$ cat config.mk
export PLATFORM = sky130hd
export DESIGN_NAME = mem_access
export DESIGN_NICKNAME = d
export VERILOG_FILES = /design/src/rtl/mem_access.sv
export SDC_FILE = /design/constraint.sdc
export NUM_CORES = 1
export LEC_CHECK = 0
export CAP_MARGIN = 20
export CORE_UTILIZATION = 52
export CTS_CLUSTER_DIAMETER = 120
export DETAILED_ROUTE_END_ITERATION = 12
export DONT_BUFFER_PORTS = 1
export PLACE_DENSITY = 0.69
export SLEW_MARGIN = 5
export SYNTH_ARGS = -nofsm -noshare
export SYNTH_HDL_FRONTEND = slang
export SYNTH_SLANG_ARGS = --single-unit
$ cat constraint.sdc
create_clock -name i_clk -period 2 [get_ports i_clk]
set_input_delay 0.1 -clock i_clk [delete_from_list [all_inputs] [get_ports i_clk]]
set_output_delay 0.1 -clock i_clk [all_outputs]
set_load 0.1 [all_outputs]
$ cat src/rtl/mem_access.sv
// mem_access: memory-access stage between execute and write-back.
// Issues one load or store per request to a single-port synchronous RAM
// with a fixed read latency. Load data returns with a load_finish pulse,
// stores complete with a store_finish pulse, and misaligned requests are
// rejected with a misaligned pulse.
//
// state       | meaning
// ------------+-------------------------------------------------------------
// S_IDLE      | no request in flight, ready to accept
// S_READ_WAIT | load issued, counting down the RAM read latency
// S_FINISH    | previous request completed this cycle, ready to accept
module mem_access #(
  parameter int ADDR_W = 17,
  parameter int RD_LAT = 2
) (
  input  logic              i_clk,
  input  logic              i_rst,
  input  logic              i_req_valid,
  input  logic              i_req_store,
  input  logic [31:0]       i_req_addr,
  input  logic [31:0]       i_req_wdata,
  output logic              o_req_ready,
  output logic [ADDR_W-1:0] o_mem_addr,
  output logic [31:0]       o_mem_wdata,
  output logic              o_mem_we,
  input  logic [31:0]       i_mem_rdata,
  output logic [31:0]       o_rdata,
  output logic              o_load_finish,
  output logic              o_store_finish,
  output logic              o_misaligned
);

  // Counter must hold the value RD_LAT itself.
  localparam int CNT_W = (RD_LAT < 1) ? 1 : $clog2(RD_LAT + 1);

  typedef enum logic [1:0] {
    S_IDLE      = 2'd0,
    S_READ_WAIT = 2'd1,
    S_FINISH    = 2'd2
  } state_t;

  state_t             r_state;
  state_t             w_state_nxt;
  logic [CNT_W-1:0]   r_cnt;
  logic [ADDR_W-1:0]  r_mem_addr;
  logic [31:0]        r_mem_wdata;
  logic               r_mem_we;
  logic [31:0]        r_rdata;
  logic               r_load_finish;
  logic               r_store_finish;
  logic               r_misaligned;

  logic               w_ready;
  logic               w_accept;
  logic               w_misal;
  logic               w_cnt_zero;
  logic [ADDR_W-1:0]  w_word_addr;
  logic               w_addr_unused;

  assign w_accept    = i_req_valid && w_ready;
  assign w_misal     = |i_req_addr[1:0];
  assign w_cnt_zero  = (r_cnt == '0);
  // Upper byte-address bits are dropped: addresses wrap modulo 2^ADDR_W words.
  assign w_word_addr = i_req_addr[ADDR_W+1:2];
  assign w_addr_unused = ^i_req_addr[31:ADDR_W+2];

  // State register.
  always_ff @(posedge i_clk) begin
    if (i_rst) r_state <= S_IDLE;
    else       r_state <= w_state_nxt;
  end

  // Next-state logic: FINISH accepts exactly like IDLE so requests can stream.
  always_comb begin
    w_state_nxt = r_state;
    case (r_state)
      S_IDLE, S_FINISH: begin
        if (w_accept) begin
          if (w_misal || i_req_store) w_state_nxt = S_FINISH;
          else                        w_state_nxt = S_READ_WAIT;
        end else begin
          w_state_nxt = S_IDLE;
        end
      end
      S_READ_WAIT: begin
        if (w_cnt_zero) w_state_nxt = S_FINISH;
      end
      default: w_state_nxt = S_IDLE;
    endcase
  end

  // Output decode: the stage is only busy while a load waits on the RAM.
  always_comb begin
    w_ready = 1'b1;
    if (r_state == S_READ_WAIT) w_ready = 1'b0;
  end

  // Datapath: RAM request registers, latency counter, load capture and pulses.
  always_ff @(posedge i_clk) begin
    if (i_rst) begin
      r_cnt          <= '0;
      r_mem_addr     <= '0;
      r_mem_wdata    <= '0;
      r_mem_we       <= 1'b0;
      r_rdata        <= '0;
      r_load_finish  <= 1'b0;
      r_store_finish <= 1'b0;
      r_misaligned   <= 1'b0;
    end else begin
      r_mem_we       <= 1'b0;
      r_load_finish  <= 1'b0;
      r_store_finish <= 1'b0;
      r_misaligned   <= 1'b0;

      if (w_accept) begin
        if (w_misal) begin
          // Rejected: RAM address/data and rdata are left untouched.
          r_misaligned <= 1'b1;
        end else if (i_req_store) begin
          r_mem_addr     <= w_word_addr;
          r_mem_wdata    <= i_req_wdata;
          r_mem_we       <= 1'b1;
          r_store_finish <= 1'b1;
        end else begin
          r_mem_addr <= w_word_addr;
          r_cnt      <= CNT_W'(RD_LAT);
        end
      end

      // Address is held for RD_LAT+1 cycles; data is captured on the last one.
      if (r_state == S_READ_WAIT) begin
        if (w_cnt_zero) begin
          r_rdata       <= i_mem_rdata;
          r_load_finish <= 1'b1;
        end else begin
          r_cnt <= r_cnt - 1'b1;
        end
      end
    end
  end

  assign o_req_ready    = w_ready;
  assign o_mem_addr     = r_mem_addr;
  assign o_mem_wdata    = r_mem_wdata;
  assign o_mem_we       = r_mem_we;
  assign o_rdata        = r_rdata;
  assign o_load_finish  = r_load_finish;
  assign o_store_finish = r_store_finish;
  assign o_misaligned   = r_misaligned;

endmodule
## Word-level counts from Yosys, hierarchy flattened

Index checks and enable logic that the tools add are counted.

- $add $sub $neg: 1
- $mul: 0
- Divide/modulo/power cells: 0
- Order comparisons: 0
- Equality and inequality tests: 3
- Shift-type cells: 0
- Multiplexer cells: 13
- Bitwise logic cells: 3
- Reductions and logical operators: 12

Operators with widths:

| operator | count |
|---|---|
| $mux W2 | 8 |
| $reduce_or A2 Y1 | 4 |
| $logic_not A2 Y1 | 2 |
| $mux W1 | 4 |
| $pmux W2 S2 | 1 |
| $reduce_and A2 Y1 | 2 |
| $reduce_or A4 Y1 | 1 |
| $not A1 Y1 | 3 |
| $reduce_and A3 Y1 | 1 |
| $eq A2 B1 Y1 const B | 1 |
| $eq A2 B2 Y1 const B | 1 |
| $ne A2 B2 Y1 const B | 1 |
| $sub A2 B1 Y2 const B | 1 |
| $logic_and A1 B1 Y1 | 1 |
| $logic_or A1 B1 Y1 | 1 |

- Register bits: 88
- Bits in latches: 0
- Bits in writable memories: 0
- Memory bits (read-only): 0
- Bits of input ports: 100
- Output and inout port bits: 86
- Logic and storage cells: 40
- Memories: 0

## Logic depth before layout (Yosys ltp)

- Depth in word-level cells: 6
- Gate-level depth with buffers: 6
- Mapped depth without buffers: 3

## Worst setup path before layout

No wires, ideal clock.

- Path kind: register to register
- Start: register r_state[1]
- End: register r_mem_wdata[0], in the netlist o_mem_wdata[0]
- Library setup time: 72 ps
- Data arrival time: 1,628 ps
- Data required time: 1,928 ps
- Slack: 300 ps
- Stages on the path, launching flop included: 7
- Path buffers: 3
- Clock period less this slack: 1,700 ps
- Cell sequence: dfxtp_1 -> nand2b_1 -> buf_2 -> and4_1 -> buf_6 -> buf_6 -> mux2i_1

- Longest elaborated chain between the ends: 4

Ends and longest elaborated chain:

| item | line | source |
|---|---|---|
| start, declared | 42 | `state_t r_state;` |
| start signal, assigned | 70 | `else r_state <= w_state_nxt;` |
| $eq A2 B1 Y1 | 95 | `if (r_state == S_READ_WAIT) w_ready = 1'b0;` |
| $mux W1 | 95 |  |
| named net o_req_ready | 22 | `output logic o_req_ready,` |
| $logic_and A1 B1 Y1 | 60 | `assign w_accept = i_req_valid && w_ready;` |
| $reduce_and A3 Y1 (no source line) | n/a |  |
| end signal, assigned | 121 | `r_mem_wdata <= i_req_wdata;` |
| end, declared | 46 | `logic [31:0] r_mem_wdata;` |

The timed path passes the listed nets, and every way through them passes these cells.
A chain may end at the register's enable or synchronous reset.

## Worst setup path after layout

- Start: register r_cnt[0]
- End: register r_state[1]

- Longest elaborated chain between the ends: 2

Ends and longest elaborated chain:

| item | line | source |
|---|---|---|
| start, declared | 44 | `logic [CNT_W-1:0] r_cnt;` |
| start signal, assigned | 126 | `r_cnt <= CNT_W'(RD_LAT);` |
| start signal, assigned | 136 | `r_cnt <= r_cnt - 1'b1;` |
| $logic_not A2 Y1 | 62 | `assign w_cnt_zero = (r_cnt == '0);` |
| $ne A2 B2 Y1 (no source line) | n/a |  |

Every way passes these cells.

==> results.cfg <==
[setup_path]
crit_slowest_cell = or4b_1
crit_fanout = 6
start_kind = register
worst-path-buf-inv = 1
required_ns = 2.29
crit_path_end_kind = register
cp_data_arrival_time_ns = 1.97
path_delay_family = simple AND/OR/NAND/NOR gates
slowest_delay_ns = 0.57
crit_chain = or4b_1 -> a21oi_2 -> dlygate4sd3_1
crit_type = register to register

[synth]
synth_nets = 484
ys_seq_area_share_pct = 48.80
yosysTopAreaCellShare_pct = 48.80
synth_cells = 384
synth_warnings = 0
ys_ff_latch = 88
synthMostInstantiatedCell = nand2b_1
yosysUniqueCellTypes = 24
postSynth.topFlopCell = dfxtp_1
async_reset_ff_share_pct = 0
syn_area_sq_um = 3610
synth_area_leaders = dfxtp_1, nand2b_1, mux2i_1
avgSynthCellArea_sq_um = 9.400
synthTopCellsByCount = nand2b_1, dfxtp_1, nand2_1, mux2i_1, a21oi_1
yosys.area.top_type = dfxtp_1
synth_edf_count = 0

[clocking]
clock_latency_ns = 0.35
numCtsBuffers = 9
postCtsSetupBuffers = 0
cts_max_path_buffers = 2
cts_hold_buf = 86
cts_tree = done
cts_resized = 0
clock-root-buffer = clkbuf_8
clock_sinks = 88
ctsHtreeMaxLevel = 3
clk_pin_slew_worst_paths_ns = 0.08

[min_path]
hold_class = primary input to register

[floorplan]
die_w_microns = 85.32
die_h_microns = 85.32
ios = 186
start_util_pct = 55.27
row_count = 29
coreArea_sq_um = 6531
die_area_sq_um = 7279

[timing]
tightest_slew_ns = 0.9854
finalCritPeriodShare_pct = 84.31
fin_worst_skew_ns = 0.007584
hold_ws_ns = 0.1130
maxSlewHeadroom_pct = 34.21
setup_viol_count_final = 0
tns_ns = 0
rsz0062_at_grt = no
min_period_ns = 1.686
clock.fmax_mhz = 593.0
slew_violations = 0
hold_viol_final = 0
layout_setup_ws_ns = 0.3137

[pwr]
leakagePower_nw = 2.083
powerDensity_nw_per_um2 = 676.8
ir_drop_mv = 0.5344
p_total_mw = 3.570

[place]
post_dp_cell_area_sq_um = 4214
dp_hpwl_mm = 5.187
dp_slack_ns = 0.5065
gp_congestion = 0.6848
dp_cells = 521
port_buffers = 0

[drt]
viasPerCell = 5.019
postRouteAntennaNets = 0
routed_wl_mm = 9.572
wl_per_cell_microns = 15.36
drt_iter0_markers = 120
drc = 0
num_vias = 3127
dr.pass1.iters = 4

[global_route]
grt_max_degree = 137
grt_antenna_before_repair = 0
overflow = 0
grt_pass1_wl_mm = 14.82
grt_pass1_vias = 3158
grt_usage_pct = 26.30

[layout]
drive_gt1_share_pct = 20.33
nets = 641
layout.cells.non_filler = 623
final_util_pct = 80.77
area_delta_synth_final_pct = 46.14
antenna-diode-count = 0
final_area_sq_um = 5275

[outcome]
status = finished, final reports clean

[flow_run]
maxCapViolCount = 0
[path summary, 6_finish.rpt]
kind / startpoint / endpoint / slack (ns) / cells past startpoint
min: i_req_addr[0] / r_cnt[0] / 0.11 / 3
max: r_cnt[0] / r_state[1] / 0.31 / 3
min reg2reg: o_rdata[9] / o_rdata[9] / 0.46 / 2
max reg2reg: r_cnt[0] / r_state[1] / 0.31 / 3
[layer usage]
layer / part of all wire, % / GRT usage (%) / up-vias
li1: - / - / 1551
met1: 38 / 26.73 / 1426
met2: 52 / 49.63 / 135
met3: 7.9 / 7.588 / 15
met4: 2.0 / 11.82 / 0
met5: 0 / 0 / -
[tightest hold or removal path, delay by kind of cell]
kind               cells  cell delay, ns
and+or+nand+nor        2            0.22
AOI/OAI and AO/OA      1            0.10
[cell usage in the layout, fill, tap and decap left out, types with 2 or more instances in the layout]
cell	instances
nand2b_1	100
buf_4	89
dfxtp_1	87
dlygate4sd3_1	85
nand2_1	65
mux2i_1	49
a21oi_1	33
clkbuf_8	11
nor2_1	5
clkinv_2	3
or4b_1	2
[sequential cells by signal, indices dropped and copies added (netlist names)]
| signal | count |
|---|---|
| r_state | 2 |
| o_mem_wdata | 32 |
| o_mem_addr | 17 |
| o_load_finish | 1 |
| o_store_finish | 1 |
| o_rdata | 32 |
| o_misaligned | 1 |
| r_cnt | 2 |
[cells by family (layout without fill, tap and decap cells)]
group | Yosys count | after routing | share of synthesized area [%]
DFF | 88 | 88 | 48.80
muxes | 49 | 49 | 13.59
and+or+nand+nor | 178 | 178 | 26.59
AOI/OAI and AO/OA | 38 | 38 | 5.615
buffers and inverters | 31 | 193 | 5.407
[final cells by class]
| class | instances | area (sq um) |
|---|---|---|
| clock buffers | 11 | 151.4 |
| clock inverters | 5 | 31.28 |
| fillers | 379 | 1256 |
| inverters | 1 | 3.754 |
| multi-input cells | 265 | 1663 |
| flip-flops and latches | 88 | 1763 |
| well taps | 77 | 96.34 |
| repair buffers | 176 | 1567 |
[power breakdown]
| part | leakage (nW) | internal, mW | total (mW) | switching (mW) |
|---|---|---|---|---|
| Sequential | 0.713 | 1.79 | 1.81 | 0.0215 |
| Clock | 0.0951 | 0.516 | 1.13 | 0.615 |
| Combinational | 1.28 | 0.238 | 0.630 | 0.393 |
| Total | 2.08 | 2.54 | 3.57 | 1.03 |
No activity file was read; power rests on OpenSTA's default activity.
